**src/rtl/coop_comm_pkg.sv**
```systemverilog
// Shared definitions for the co-op UART link framers (rx and tx sides).
package coop_comm_pkg;

   localparam logic [7:0] START_BYTE = 8'hAA;
   localparam int         X_W        = 10;

   typedef enum logic [1:0] {
      RX_HUNT      = 2'd0,
      RX_GOT_START = 2'd1,
      RX_GOT_XL    = 2'd2
   } rx_state_e;

endpackage

```
**src/rtl/coop_comm_rx_if.sv**
```systemverilog
// Byte stream from the UART rx core into the framer, and the framer's results to game logic.
interface coop_comm_rx_if;
   import coop_comm_pkg::*;

   logic [7:0]     rx_data;
   logic           rx_done;
   logic [X_W+1:0] remote_x;
   logic           remote_valid;
   logic           link_up;
   logic [7:0]     frame_err;

   modport master (
      output rx_data, rx_done,
      input  remote_x, remote_valid, link_up, frame_err
   );

   modport slave (
      input  rx_data, rx_done,
      output remote_x, remote_valid, link_up, frame_err
   );

endinterface

```
**src/rtl/coop_link_timer.sv**
```systemverilog
// Saturating up-counter with synchronous clear; o_expired holds while the count sits at MAX_COUNT-1.
module coop_link_timer #(
   parameter int MAX_COUNT = 20_000
) (
   input  logic clk,
   input  logic rst_n,
   input  logic i_clear,
   input  logic i_enable,
   output logic o_expired
);

   localparam int              CNT_W = (MAX_COUNT > 1) ? $clog2(MAX_COUNT) : 1;
   localparam logic [CNT_W-1:0] LAST = CNT_W'(MAX_COUNT - 1);

   logic [CNT_W-1:0] r_count;

   // Clear has priority so a fresh event restarts the window even when already expired.
   always_ff @(posedge clk) begin
      if (!rst_n) begin
         r_count <= '0;
      end else if (i_clear) begin
         r_count <= '0;
      end else if (i_enable && (r_count != LAST)) begin
         r_count <= r_count + CNT_W'(1);
      end
   end

   assign o_expired = (r_count == LAST);

endmodule

```
**src/rtl/coop_comm_rx.sv**
```systemverilog
// Receive framer: parses {0xAA, X[7:0], {6'b0,X[9:8]}} frames into remote X, link-alive and error count.
module coop_comm_rx
   import coop_comm_pkg::*;
#(
   parameter int BYTE_TIMEOUT = 20_000,
   parameter int LINK_TIMEOUT = 6_500_000
) (
   input  logic           clk,
   input  logic           rst_n,
   coop_comm_rx_if.slave  rx_if
);

   rx_state_e      r_state;
   rx_state_e      w_nextState;
   logic [7:0]     r_xl;
   logic [X_W+1:0] r_remoteX;
   logic           r_remoteValid;
   logic           r_linkUp;
   logic [7:0]     r_frameErr;
   logic           w_accept;
   logic           w_errInc;
   logic           w_byteExpired;
   logic           w_linkExpired;

   coop_link_timer #(.MAX_COUNT(BYTE_TIMEOUT)) u_byteTimer (
      .clk       (clk),
      .rst_n     (rst_n),
      .i_clear   (rx_if.rx_done),
      .i_enable  (r_state != RX_HUNT),
      .o_expired (w_byteExpired)
   );

   coop_link_timer #(.MAX_COUNT(LINK_TIMEOUT)) u_linkTimer (
      .clk       (clk),
      .rst_n     (rst_n),
      .i_clear   (w_accept),
      .i_enable  (1'b1),
      .o_expired (w_linkExpired)
   );

   // An arriving byte always takes precedence over a byte timeout in the same cycle.
   always_comb begin
      w_nextState = r_state;
      w_accept    = 1'b0;
      w_errInc    = 1'b0;
      case (r_state)
         RX_HUNT: begin
            if (rx_if.rx_done && (rx_if.rx_data == START_BYTE)) begin
               w_nextState = RX_GOT_START;
            end
         end
         RX_GOT_START: begin
            if (rx_if.rx_done) begin
               w_nextState = RX_GOT_XL;
            end else if (w_byteExpired) begin
               w_nextState = RX_HUNT;
               w_errInc    = 1'b1;
            end
         end
         RX_GOT_XL: begin
            if (rx_if.rx_done) begin
               if (rx_if.rx_data[7:2] == 6'd0) begin
                  w_accept    = 1'b1;
                  w_nextState = RX_HUNT;
               end else begin
                  w_errInc    = 1'b1;
                  w_nextState = (rx_if.rx_data == START_BYTE) ? RX_GOT_START : RX_HUNT;
               end
            end else if (w_byteExpired) begin
               w_nextState = RX_HUNT;
               w_errInc    = 1'b1;
            end
         end
         default: w_nextState = RX_HUNT;
      endcase
   end

   always_ff @(posedge clk) begin
      if (!rst_n) begin
         r_state       <= RX_HUNT;
         r_xl          <= '0;
         r_remoteX     <= '0;
         r_remoteValid <= 1'b0;
         r_linkUp      <= 1'b0;
         r_frameErr    <= '0;
      end else begin
         r_state       <= w_nextState;
         r_remoteValid <= w_accept;
         if ((r_state == RX_GOT_START) && rx_if.rx_done) begin
            r_xl <= rx_if.rx_data;
         end
         if (w_accept) begin
            r_remoteX <= {2'b00, rx_if.rx_data[1:0], r_xl};
         end
         if (w_accept) begin
            r_linkUp <= 1'b1;
         end else if (w_linkExpired) begin
            r_linkUp <= 1'b0;
         end
         if (w_errInc && (r_frameErr != 8'hFF)) begin
            r_frameErr <= r_frameErr + 8'd1;
         end
      end
   end

   assign rx_if.remote_x     = r_remoteX;
   assign rx_if.remote_valid = r_remoteValid;
   assign rx_if.link_up      = r_linkUp;
   assign rx_if.frame_err    = r_frameErr;

endmodule

```
**src/flat_wrapper.sv**
```systemverilog
// flat-port wrapper written by rule: the top's interface ports become plain ports
module coop_comm_rx_flat import coop_comm_pkg::*;
#(
   parameter int BYTE_TIMEOUT = 20_000,
   parameter int LINK_TIMEOUT = 6_500_000
)
  (clk, rst_n, rx_if_rx_data, rx_if_rx_done, rx_if_remote_x, rx_if_remote_valid, rx_if_link_up, rx_if_frame_err);
  coop_comm_rx_if rx_if_i ();
  input  logic clk;
  input  logic rst_n;
  input wire logic [$bits(rx_if_i.rx_data)-1:0] rx_if_rx_data;
  input wire logic [$bits(rx_if_i.rx_done)-1:0] rx_if_rx_done;
  output wire logic [$bits(rx_if_i.remote_x)-1:0] rx_if_remote_x;
  output wire logic [$bits(rx_if_i.remote_valid)-1:0] rx_if_remote_valid;
  output wire logic [$bits(rx_if_i.link_up)-1:0] rx_if_link_up;
  output wire logic [$bits(rx_if_i.frame_err)-1:0] rx_if_frame_err;
  assign rx_if_i.rx_data = rx_if_rx_data;
  assign rx_if_i.rx_done = rx_if_rx_done;
  assign rx_if_remote_x = rx_if_i.remote_x;
  assign rx_if_remote_valid = rx_if_i.remote_valid;
  assign rx_if_link_up = rx_if_i.link_up;
  assign rx_if_frame_err = rx_if_i.frame_err;
  coop_comm_rx #(.BYTE_TIMEOUT(BYTE_TIMEOUT), .LINK_TIMEOUT(LINK_TIMEOUT)) u_core (.clk(clk), .rst_n(rst_n), .rx_if(rx_if_i));
endmodule
```
**config.mk**
```make
export PLATFORM = sky130hd
export DESIGN_NAME = coop_comm_rx_flat
export DESIGN_NICKNAME = d
export VERILOG_FILES = /design/src/rtl/coop_comm_pkg.sv /design/src/rtl/coop_comm_rx_if.sv /design/src/rtl/coop_link_timer.sv /design/src/rtl/coop_comm_rx.sv /design/src/flat_wrapper.sv
export SDC_FILE = /design/constraint.sdc
export NUM_CORES = 1
export LEC_CHECK = 0
export ABC_AREA = 1
export CAP_MARGIN = 20
export CORE_ASPECT_RATIO = 0.75
export CORE_MARGIN = 3
export CORE_UTILIZATION = 45
export CTS_CLUSTER_DIAMETER = 150
export CTS_CLUSTER_SIZE = 28
export DETAILED_ROUTE_END_ITERATION = 8
export PLACE_DENSITY = 0.71
export SETUP_SLACK_MARGIN = 0.2
export SLEW_MARGIN = 20
export SYNTH_ARGS = -nofsm -noshare
export SYNTH_HDL_FRONTEND = slang
export SYNTH_SLANG_ARGS = --single-unit
```
**constraint.sdc**
```tcl
create_clock -name clk -period 3.9 [get_ports clk]
set_input_delay 0.78 -clock clk [delete_from_list [all_inputs] [get_ports clk]]
set_output_delay 0.78 -clock clk [all_outputs]
set_load 0.01 [all_outputs]
```
==> impl_metrics.py, run 1 <==
metrics = {
    "status": {
        "run_status": "finished clean",
    },
    "min_path": {
        "hold_path_depth": 2,
        "min_to": "u_core.rx_if.remote_x[5]",
        "holdCritStartpoint": "u_core.rx_if.remote_x[5]",
        "hold_crit_class": "register to register",
    },
    "power_and_ir_drop": {
        "fin_total_pwr_mw": 1.42,
        "p_int_mw": 1.10,
        "ir_drop_mv": 0.166,
        "power_frac_comb": 0.033,
        "power_share_of_the_sequential_group": 0.492,
        "power.clock.fraction": 0.475,
        "power.density_cell_area_nw_per_um2": 343,
        "p_leak_nw": 1.51,
        "switchingPower_mw": 0.326,
        "netSwitchingFraction": 0.229,
    },
    "sta": {
        "slew_viol_final": 0,
        "hold_slack_ns": 0.457,
        "rsz0062_at_grt": "no",
        "fmax_ghz": 0.413,
        "final-hold-violation-count": 0,
        "fin_crit_sh": 0.621,
        "tightest_slew_ns": 0.503,
        "tns_ns": 0,
        "slew-limit-headroom": 0.664,
        "layout_min_cycle_time_ns": 2.42,
        "setup_viol": 0,
        "clock-skew-final_ns": 0.0106,
        "setup_ws_ns": 1.48,
    },
    "layout": {
        "instances_no_fill": 652,
        "area_added_between_synthesis_and_finish_pct": 16.7,
        "most_used_cells_in_the_layout_excluding_fill_and_tap_cells": "137 x sky130_fd_sc_hd__nand2_1, 68 x sky130_fd_sc_hd__dfxtp_1, 62 x sky130_fd_sc_hd__nor2_1, 46 x sky130_fd_sc_hd__inv_1, 39 x sky130_fd_sc_hd__a21oi_1",
        "final_area_sq_um": 4160,
        "filler_cell_count": 760,
        "insertedDiodeCount": 0,
        "multiInputGateArea_sq_um": 1920,
        "layout_commonest_cell": "sky130_fd_sc_hd__nand2_1",
        "layout-drive-gt1-share": 0.0907,
        "final-seq-area_sq_um": 1360,
        "number_of_nets_at_the_end_of_the_flow": 564,
        "fin_util": 0.554,
    },
    "routing": {
        "detailroute.via_count": 3265,
        "drt-vias-per-instance": 5.01,
        "routed_wirelength_um": 7850,
        "post-route-drc-count": 0,
        "drtAntennaViolNets": 0,
        "routed_wire_length_per_instance_um": 12.0,
        "initialDrtViolationCount": 146,
        "number_of_detailed_route_iterations_in_the_first_pass": 4,
    },
    "setup_path": {
        "timing.critical_path.to_type": "register",
        "worst-path-max-fanout": 21,
        "worst-endpoint-required_ns": 4.17,
        "criticalPathCategory": "primary input to register",
        "worst_setup_path_start_kind": "primary input",
        "timing.reg2reg.setup_slack_ns": 2.12,
        "reg2reg_from": "u_core.r_state[0]",
        "terminus_of_the_critical_flop_to_flop_path": "u_core.rx_if.frame_err[2]",
        "timing.reg2reg.worst_path_depth": 9,
        "timing.critical_path.arrival_ns": 2.69,
    },
    "place": {
        "post-dp-hpwl_um": 5750,
        "dp.cells": 636,
        "dp_worst_setup_slack_ns": 1.17,
        "placer_congestion_estimate": 0.896,
        "dpl-instance-area_sq_um": 3920,
        "io_buffers": 30,
    },
    "synthesis": {
        "synth.yosys.seq_area_share": 0.382,
        "syn_avg_cell_area_sq_um": 6.94,
        "post_syn_area_sq_um": 3560,
        "synthesis.yosys.warnings": 0,
        "synthesis.instances": 513,
        "post_synth_num_cell_types": 33,
        "flip_flop_and_latch_count_after_synthesis": 68,
    },
    "global_route": {
        "grt_pass1_wl_um": 13400,
        "initial_antenna_violation_count": 0,
        "grt_max_degree": 22,
        "vias_in_the_first_global_route": 3002,
        "groute.usage.overall": 0.183,
        "grt.overflow.total": 0,
    },
    "die": {
        "floorplan.die_area_sq_um": 9020,
        "row_count": 27,
        "floorplan.initialDensity": 0.475,
        "chipHeight_um": 83.0,
        "design.core.area_sq_um": 7500,
        "die_x_um": 109,
        "floorplan.io_pins": 33,
    },
    "clocking": {
        "cts_buffers": 9,
        "holdBufCountCts": 0,
        "ctsResizeCount": 0,
        "cts_root_buffer": "sky130_fd_sc_hd__clkbuf_8",
        "insertion_delay_ns": 0.35,
        "cts.sink_count": 68,
        "h-tree-depth": 3,
        "clkTransAtPathRegs_ns": 0.08,
        "ctsLongestPathBuffers": 2,
        "postCtsSetupRepairBufs": 0,
        "cts_tree": "done",
    },
    "flow_run": {
        "max_cap_viol_count": 0,
    },
}
-- critical path, cell delays in order --
cell                              delay (ns)
sky130_fd_sc_hd__clkdlybuf4s50_1        0.72
sky130_fd_sc_hd__clkinv_1               0.38
sky130_fd_sc_hd__nor2_1                 0.19
sky130_fd_sc_hd__buf_4                  0.27
sky130_fd_sc_hd__inv_2                  0.17
sky130_fd_sc_hd__a21oi_1                0.17
-- layout make-up --
cell class,count,area share
Multi-Input combinational cell,381,0.462
Sequential cell,68,0.328
Timing Repair Buffer,31,0.0741
Inverter,55,0.0497
Clock buffer,10,0.0331
Tap cell,101,0.0304
Clock inverter,6,0.0229
-- cell usage after synthesis (all sizes together) --
| cell type | instances | area (sq um) |
|---|---|---|
| o31ai | 1 | 7.51 |
| a21oi | 45 | 248 |
| nor4 | 1 | 6.26 |
| o21ai | 26 | 130 |
| xnor2 | 6 | 52.6 |
| nand2b | 1 | 6.26 |
| dfxtp | 68 | 1360 |
| ha | 7 | 87.6 |
| nand4 | 13 | 81.3 |
| clkinv | 2 | 7.51 |
| nand2 | 143 | 581 |
| inv | 53 | 199 |
| a21boi | 1 | 7.51 |
| nand3 | 34 | 180 |
| nand3b | 3 | 22.5 |
| clkbuf | 1 | 3.75 |
| nor3 | 14 | 85.1 |
| xor2 | 13 | 114 |
| nor2 | 71 | 304 |
| buf | 9 | 71.3 |
| conb | 1 | 3.75 |
-- kinds of logic after synthesis --
group / after synthesis / share of synthesized area
AND/OR/NAND/NOR: 280 / 0.356
XOR/XNOR: 19 / 0.0467
buffers and inverters: 65 / 0.0791
AO/OA/AOI/OAI: 73 / 0.110
other: 1 / 0.00105
adder cells (fa/ha/maj): 7 / 0.0246
flip-flops: 68 / 0.382
-- flip-flops by register name, summed over array words and instances (netlist names) --
name and cells:
u_core.r_state 2, u_core.rx_if.remote_x 10, u_core.r_xl 8, u_core.rx_if.link_up 1, u_core.u_linkTimer.r_count 23, u_core.u_byteTimer.r_count 15
u_core.rx_if.frame_err 8, u_core.rx_if.remote_valid 1
-- power groups by stage --
| stage | combinational [mW] | sequential, mW | clock [mW] |
|---|---|---|---|
| 5_1_grt | 0.0535 | 0.701 | 0.728 |
| 3_3_place_gp | 0.0469 | 0.716 | 0 |
| 2_1_floorplan | 0.0301 | 0.716 | 0 |
| 3_5_place_dp | 0.0476 | 0.717 | 0 |
| 4_1_cts | 0.0479 | 0.700 | 0.692 |
| 6_report | 0.0476 | 0.700 | 0.676 |
-- layer usage --
metal / track usage / part of all wire / up-vias
met4: 0.0436 / 0.0057 / 0
met3: 0.0629 / 0.045 / 6
met5: 0 / 0 / -
li1: - / - / 1713
met1: 0.247 / 0.50 / 1472
met2: 0.279 / 0.44 / 74
-- worst max-delay path by stage --
stage / startpoint / end / slack, ns / cells past startpoint
4_1_cts: rst_n / u_core.u_linkTimer.r_count[11] / 1.50 / 6
5_1_grt: rst_n / u_core.u_linkTimer.r_count[11] / 1.33 / 6
6_report: rst_n / u_core.u_linkTimer.r_count[11] / 1.48 / 6
3_5_place_dp: rst_n / u_core.u_linkTimer.r_count[3] / 1.17 / 6
2_1_floorplan: rx_if_rx_done / u_core.rx_if.frame_err[2] / 2.21 / 8
3_3_place_gp: rst_n / u_core.u_linkTimer.r_count[22] / 1.28 / 6
No activity file was read; power rests on OpenSTA's default activity.
==> inputs of run 2 (changes only) <==
Clock period 3.9 ns to 2.45 ns, I/O delays scaled along.
==> run 2 against run 1 <==
  * Critical path depth increased by 3
  * Clock skew decreased by 0.00087 ns
  * Global-route usage increased by 0.088 points
  * Non-clock buffer count increased by 2
  * Combinational power increased by 66%
==> impl_metrics.py, run 2 (same netlist as run 1, synthesis figures left out) <==
metrics = {
    "place": {
        "post-dp-hpwl_um": 5640,
        "io_buffers": 30,
        "dp_worst_setup_slack_ns": 0.218,
        "placer_congestion_estimate": 0.886,
        "dp.cells": 638,
    },
    "flow_run": {
        "max_cap_viol_count": 0,
    },
    "layout": {
        "most_used_cells_in_the_layout_excluding_fill_and_tap_cells": "137 x sky130_fd_sc_hd__nand2_1, 68 x sky130_fd_sc_hd__dfxtp_1, 62 x sky130_fd_sc_hd__nor2_1, 46 x sky130_fd_sc_hd__inv_1, 39 x sky130_fd_sc_hd__a21oi_1",
        "largest_register_ff_count": 23,
        "layout-drive-gt1-share": 0.0940,
        "instances_no_fill": 654,
        "largest_register": "u_core.u_linkTimer.r_count",
        "area_added_between_synthesis_and_finish_pct": 16.2,
        "number_of_nets_at_the_end_of_the_flow": 566,
        "insertedDiodeCount": 0,
        "filler_cell_count": 727,
        "layout_commonest_cell": "sky130_fd_sc_hd__nand2_1",
    },
    "routing": {
        "detailroute.via_count": 3291,
        "routed_wirelength_um": 7600,
        "number_of_detailed_route_iterations_in_the_first_pass": 5,
        "drtAntennaViolNets": 0,
        "initialDrtViolationCount": 214,
        "routed_wire_length_per_instance_um": 11.6,
        "drt-vias-per-instance": 5.03,
        "post-route-drc-count": 0,
    },
    "setup_path": {
        "worst-path-max-fanout": 10,
        "critical_path.slowest_cell": "sky130_fd_sc_hd__clkdlybuf4s50_1",
        "path_cells": "clkdlybuf4s50_1, inv_2, nor2_1, nor2_1, nand2_1, nor2_2, nand2_2, nand2_1, a21oi_1",
        "worst-endpoint-required_ns": 2.69,
        "timing.critical_path.to_type": "register",
        "cp_slowest_stage_delay_ns": 0.52,
        "setup.worst_path.start": "rx_if_rx_done",
        "timing.critical_path.arrival_ns": 2.14,
        "reg2reg_from": "u_core.r_state[0]",
        "worst_setup_path_start_kind": "primary input",
        "criticalPathCategory": "primary input to register",
    },
    "power_and_ir_drop": {
        "p_leak_nw": 1.50,
        "switchingPower_mw": 0.513,
        "power_share_of_the_sequential_group": 0.524,
        "p_int_mw": 1.61,
        "fin_total_pwr_mw": 2.13,
        "netSwitchingFraction": 0.241,
        "power.clock.fraction": 0.439,
        "power.density_cell_area_nw_per_um2": 514,
        "power_frac_comb": 0.037,
        "ir_drop_mv": 0.530,
    },
    "sta": {
        "clock-skew-final_ns": 0.00971,
        "final-hold-violation-count": 0,
        "slew-limit-headroom": 0.644,
        "tightest_slew_ns": 0.534,
        "setup_ws_ns": 0.546,
        "slew_viol_final": 0,
        "rsz0062_at_grt": "no",
        "tns_ns": 0,
        "layout_min_cycle_time_ns": 1.90,
        "setup_viol": 0,
        "fmax_ghz": 0.525,
        "fin_crit_sh": 0.777,
    },
    "clocking": {
        "ctsResizeCount": 0,
        "insertion_delay_ns": 0.35,
        "clkTransAtPathRegs_ns": 0.08,
        "cts_buffers": 9,
        "cts.sink_count": 68,
        "cts_tree": "done",
        "ctsLongestPathBuffers": 2,
        "postCtsSetupRepairBufs": 0,
        "holdBufCountCts": 0,
        "h-tree-depth": 3,
        "cts_root_buffer": "sky130_fd_sc_hd__clkbuf_8",
    },
    "status": {
        "run_status": "finished clean",
    },
    "min_path": {
        "holdCritStartpoint": "u_core.r_xl[7]",
        "hold_crit_class": "register to register",
    },
    "die": {
        "floorplan.die_area_sq_um": 9020,
        "design.core.area_sq_um": 7500,
        "row_count": 27,
        "floorplan.initialDensity": 0.475,
        "floorplan.io_pins": 33,
        "die_x_um": 109,
        "chipHeight_um": 83.0,
    },
    "global_route": {
        "initial_antenna_violation_count": 0,
        "groute.usage.overall": 0.183,
        "grt_pass1_wl_um": 13800,
        "grt_max_degree": 19,
        "vias_in_the_first_global_route": 3112,
        "grt.overflow.total": 0,
    },
}
## run 2: cell count changes in the layout (fill, tap and decap cells not counted), sizes merged
cell / before / now
buf: 1 / 3
bufinv: 2 / 1
clkbuf: 10 / 9
clkinv: 4 / 5
clkinvlp: 0 / 2
inv: 55 / 54
## run 2: final cells by class
| type | instances | area [sq um] | area share |
|---|---|---|---|
| multi-input combinational | 381 | 1920 | 0.464 |
| timing repair buffer | 33 | 323 | 0.0780 |
| sequential | 68 | 1360 | 0.329 |
| tap | 101 | 126 | 0.0305 |
| clock buffer | 9 | 124 | 0.0299 |
| clock inverter | 7 | 76.3 | 0.0184 |
| inverter | 55 | 206 | 0.0499 |
## run 2: critical path: cells and delay by family
family,cells,cell delay [ns]
buf+inv,2,0.71
compound gates,1,0.06
simple gates,6,0.87
## run 2: routing by layer
| metal | up-vias | track usage | wire length (um) |
|---|---|---|---|
| li1 | 1723 | - | - |
| met1 | 1487 | 0.265 | 3910 |
| met2 | 71 | 0.278 | 3260 |
| met3 | 10 | 0.0474 | 370 |
| met4 | 0 | 0.0333 | 60 |
| met5 | - | 0 | 0 |
## run 2: worst paths after layout
kind | end | slack [ns] | cells after the start
setup / recovery | u_core.rx_if.frame_err[5] | 0.55 | 9
hold / removal | u_core.rx_if.remote_x[7] | 0.45 | 2
setup reg to reg | u_core.rx_if.frame_err[5] | 0.65 | 9
hold reg to reg | u_core.rx_if.remote_x[7] | 0.45 | 2
## run 2: power by group through the flow
stage	clock network (mW)	logic, mW	registers [mW]
6_report	0.933	0.0791	1.11
5_1_grt	1.01	0.0893	1.12
4_1_cts	0.950	0.0792	1.11
3_5_place_dp	0	0.0784	1.14
3_3_place_gp	0	0.0778	1.14
2_1_floorplan	0	0.0479	1.14
## run 2: through the flow
stage | hold WS [ns] | area, sq um | utilization
final | 0.445 | 4140 | 0.552
after global placement | 0.431 | 3940 | 0.525
after floorplan | 0.414 | 3560 | -
after CTS | 0.448 | 4140 | 0.552
after detailed placement | 0.440 | 3940 | 0.525
after global routing | 0.462 | 4140 | 0.552
==> inputs of run 3 (changes only) <==
Settings changed: PLACE_DENSITY 0.71 to 0.74.
Clock period 2.45 ns to 1.6 ns, I/O delays scaled along.
==> run 3 against run 2 <==
  * Critical path depth rose by 1
  * Count of clock-buffer cells in the layout did not move
  * Register-to-register slack worse by 0.57 ns
  * Worst setup slack got worse by 0.46 ns
  * Final area grew 22%
  * Worst hold slack lost 0.0078 ns
  * First-iteration DRC count decreased by 21%
  * Power up 59%
  * Sequential power is 53% higher
==> impl_metrics.py, run 3 (same netlist as run 1, synthesis figures left out) <==
metrics = {
    "power_and_ir_drop": {
        "fin_total_pwr_mw": 3.38,
        "p_leak_nw": 1.99,
        "ir_drop_mv": 0.629,
        "power.density_cell_area_nw_per_um2": 671,
    },
    "setup_path": {
        "worst-path-max-fanout": 5,
        "terminus_of_the_critical_flop_to_flop_path": "u_core.u_linkTimer.r_count[20]",
        "criticalPathCategory": "register to register",
        "reg2reg_from": "u_core.u_linkTimer.r_count[0]",
        "timing.critical_path.to_type": "register",
        "timing.reg2reg.worst_path_depth": 10,
        "timing.critical_path.arrival_ns": 1.77,
        "worst-endpoint-required_ns": 1.85,
        "worst_setup_path_start_kind": "register",
        "timing.reg2reg.setup_slack_ns": 0.08,
    },
    "sta": {
        "clock-skew-final_ns": 0.0141,
        "rsz0062_at_grt": "yes",
        "tns_ns": 0,
        "final-hold-violation-count": 0,
        "hold_slack_ns": 0.438,
        "setup_viol": 0,
        "fin_crit_sh": 0.948,
        "layout_min_cycle_time_ns": 1.52,
        "slew_viol_final": 0,
        "fmax_ghz": 0.659,
    },
    "clocking": {
        "ctsLongestPathBuffers": 2,
        "cts_root_buffer": "sky130_fd_sc_hd__clkbuf_8",
        "cts_tree": "done",
        "h-tree-depth": 3,
        "cts.sink_count": 68,
        "insertion_delay_ns": 0.35,
        "cts_buffers": 9,
        "clkTransAtPathRegs_ns": 0.09,
    },
    "min_path": {
        "hold_path_depth": 3,
        "holdCritStartpoint": "rx_if_rx_data[3]",
        "hold_crit_class": "primary input to register",
        "min_to": "u_core.r_xl[3]",
    },
    "routing": {
        "post-route-drc-count": 0,
        "wl_met2_um": 4670,
        "highest_layer": "met4",
        "drtAntennaViolNets": 0,
        "routed_wire_length_per_instance_um": 13.6,
        "detailroute.via_count": 3682,
        "drt-vias-per-instance": 5.23,
        "detailed_route_wirelength_on_metal3_um": 476,
        "number_of_detailed_route_iterations_in_the_first_pass": 4,
        "initialDrtViolationCount": 170,
        "m1WireLength_um": 4300,
        "routed_wirelength_um": 9610,
    },
    "global_route": {
        "grt_max_degree": 15,
        "initial_antenna_violation_count": 0,
        "grt_pass1_wl_um": 15200,
        "vias_in_the_first_global_route": 3419,
        "groute.usage.overall": 0.204,
        "grt.overflow.total": 0,
    },
    "layout": {
        "multiInputGateArea_sq_um": 2310,
        "final-seq-area_sq_um": 1420,
        "number_of_nets_at_the_end_of_the_flow": 616,
        "area_added_between_synthesis_and_finish_pct": 41.4,
        "filler_cell_count": 595,
        "layout-drive-gt1-share": 0.343,
        "most_used_cells_in_the_layout_excluding_fill_and_tap_cells": "130 x sky130_fd_sc_hd__nand2_1, 48 x sky130_fd_sc_hd__nor2_1, 39 x sky130_fd_sc_hd__buf_4, 38 x sky130_fd_sc_hd__dfxtp_1, 36 x sky130_fd_sc_hd__inv_1",
        "largest_register_ff_count": 23,
        "layout_commonest_cell": "sky130_fd_sc_hd__nand2_1",
        "insertedDiodeCount": 0,
        "largest_register": "u_core.u_linkTimer.r_count",
    },
    "flow_run": {
        "max_cap_viol_count": 0,
    },
    "die": {
        "floorplan.initialDensity": 0.475,
        "die_x_um": 109,
        "floorplan.die_area_sq_um": 9020,
        "row_count": 27,
        "floorplan.io_pins": 33,
        "design.core.area_sq_um": 7500,
        "chipHeight_um": 83.0,
    },
    "place": {
        "placer_congestion_estimate": 0.886,
        "io_buffers": 30,
        "post-dp-hpwl_um": 6220,
    },
    "status": {
        "run_status": "finished clean",
    },
}
run 3: cell types whose count changed in the layout (fill, tap and decap cells not counted), sizes merged:
cell / previous run / this run
buf: 3 / 52
clkdlybuf4s50: 30 / 3
dlygate4sd2: 0 / 26
clkinv: 5 / 3
clkinvlp: 2 / 4
clkdlybuf4s15: 0 / 1
inv: 54 / 55
run 3: stage by stage:
| step | instance area [sq um] | std cells | util | worst slack (ns) |
|---|---|---|---|---|
| 2_1_floorplan | 3610 | 514 | - | 0.199 |
| 3_3_place_gp | 4180 | 661 | 0.558 | -0.173 |
| 3_5_place_dp | 4180 | 661 | 0.558 | -0.210 |
| 4_1_cts | 4620 | 689 | 0.616 | 0.130 |
| 5_1_grt | 5030 | 704 | 0.671 | -0.0137 |
| 6_report | 5030 | 704 | 0.671 | 0.0832 |
run 3: how the worst max path moves through the flow:
stage	startpoint	to	depth (start not counted)
final	u_core.u_linkTimer.r_count[0]	u_core.u_linkTimer.r_count[20]	10
after global routing	u_core.r_state[1]	u_core.rx_if.frame_err[4]	9
after CTS	u_core.r_state[1]	u_core.rx_if.frame_err[3]	9
after detailed placement	rx_if_rx_data[5]	u_core.u_linkTimer.r_count[12]	8
after global placement	rx_if_rx_data[3]	u_core.rx_if.frame_err[0]	9
after floorplan	u_core.u_linkTimer.r_count[1]	u_core.u_linkTimer.r_count[20]	10
run 3: metal layers:
| metal | global-route usage | up-vias |
|---|---|---|
| met4 | 0.0505 | 0 |
| met1 | 0.276 | 1734 |
| met2 | 0.322 | 102 |
| met3 | 0.0575 | 21 |
| li1 | - | 1825 |
| met5 | 0 | - |
run 3: what timing repair did:
item                                    CTS  global route
pin swaps                                23            31
gates resized for setup                  71            99
endpoints found under the setup margin   77            57
hold buffers                              0             0
buffers inserted                         11            14
gates cloned                              1             1
run 3: critical path, stage by stage, from the launching register on:
cell                      delay [ns]
sky130_fd_sc_hd__dfxtp_4        0.37
sky130_fd_sc_hd__ha_4           0.15
sky130_fd_sc_hd__nand3_4        0.13
sky130_fd_sc_hd__nor2_4         0.17
sky130_fd_sc_hd__nand2_4        0.08
sky130_fd_sc_hd__nor2_4         0.17
sky130_fd_sc_hd__inv_4          0.07
sky130_fd_sc_hd__nor2_4         0.11
sky130_fd_sc_hd__nand3_2        0.07
sky130_fd_sc_hd__nand2_1        0.06
sky130_fd_sc_hd__nor2_1         0.03
run 3: layout make-up:
cell class | count | area share
well taps | 101 | 0.0251
flip-flops and latches | 68 | 0.282
clock inverters | 7 | 0.0162
repair buffers | 82 | 0.149
clock buffers | 9 | 0.0246
inverters | 55 | 0.0442
multi-input cells | 381 | 0.458
repair inverters | 1 | 0.000994
run 3: report_power, final:
part           total [mW]  internal [mW]  switching (mW)
Combinational       0.195         0.0907           0.105
Sequential           1.70           1.69         0.00891
Clock                1.49          0.744           0.743
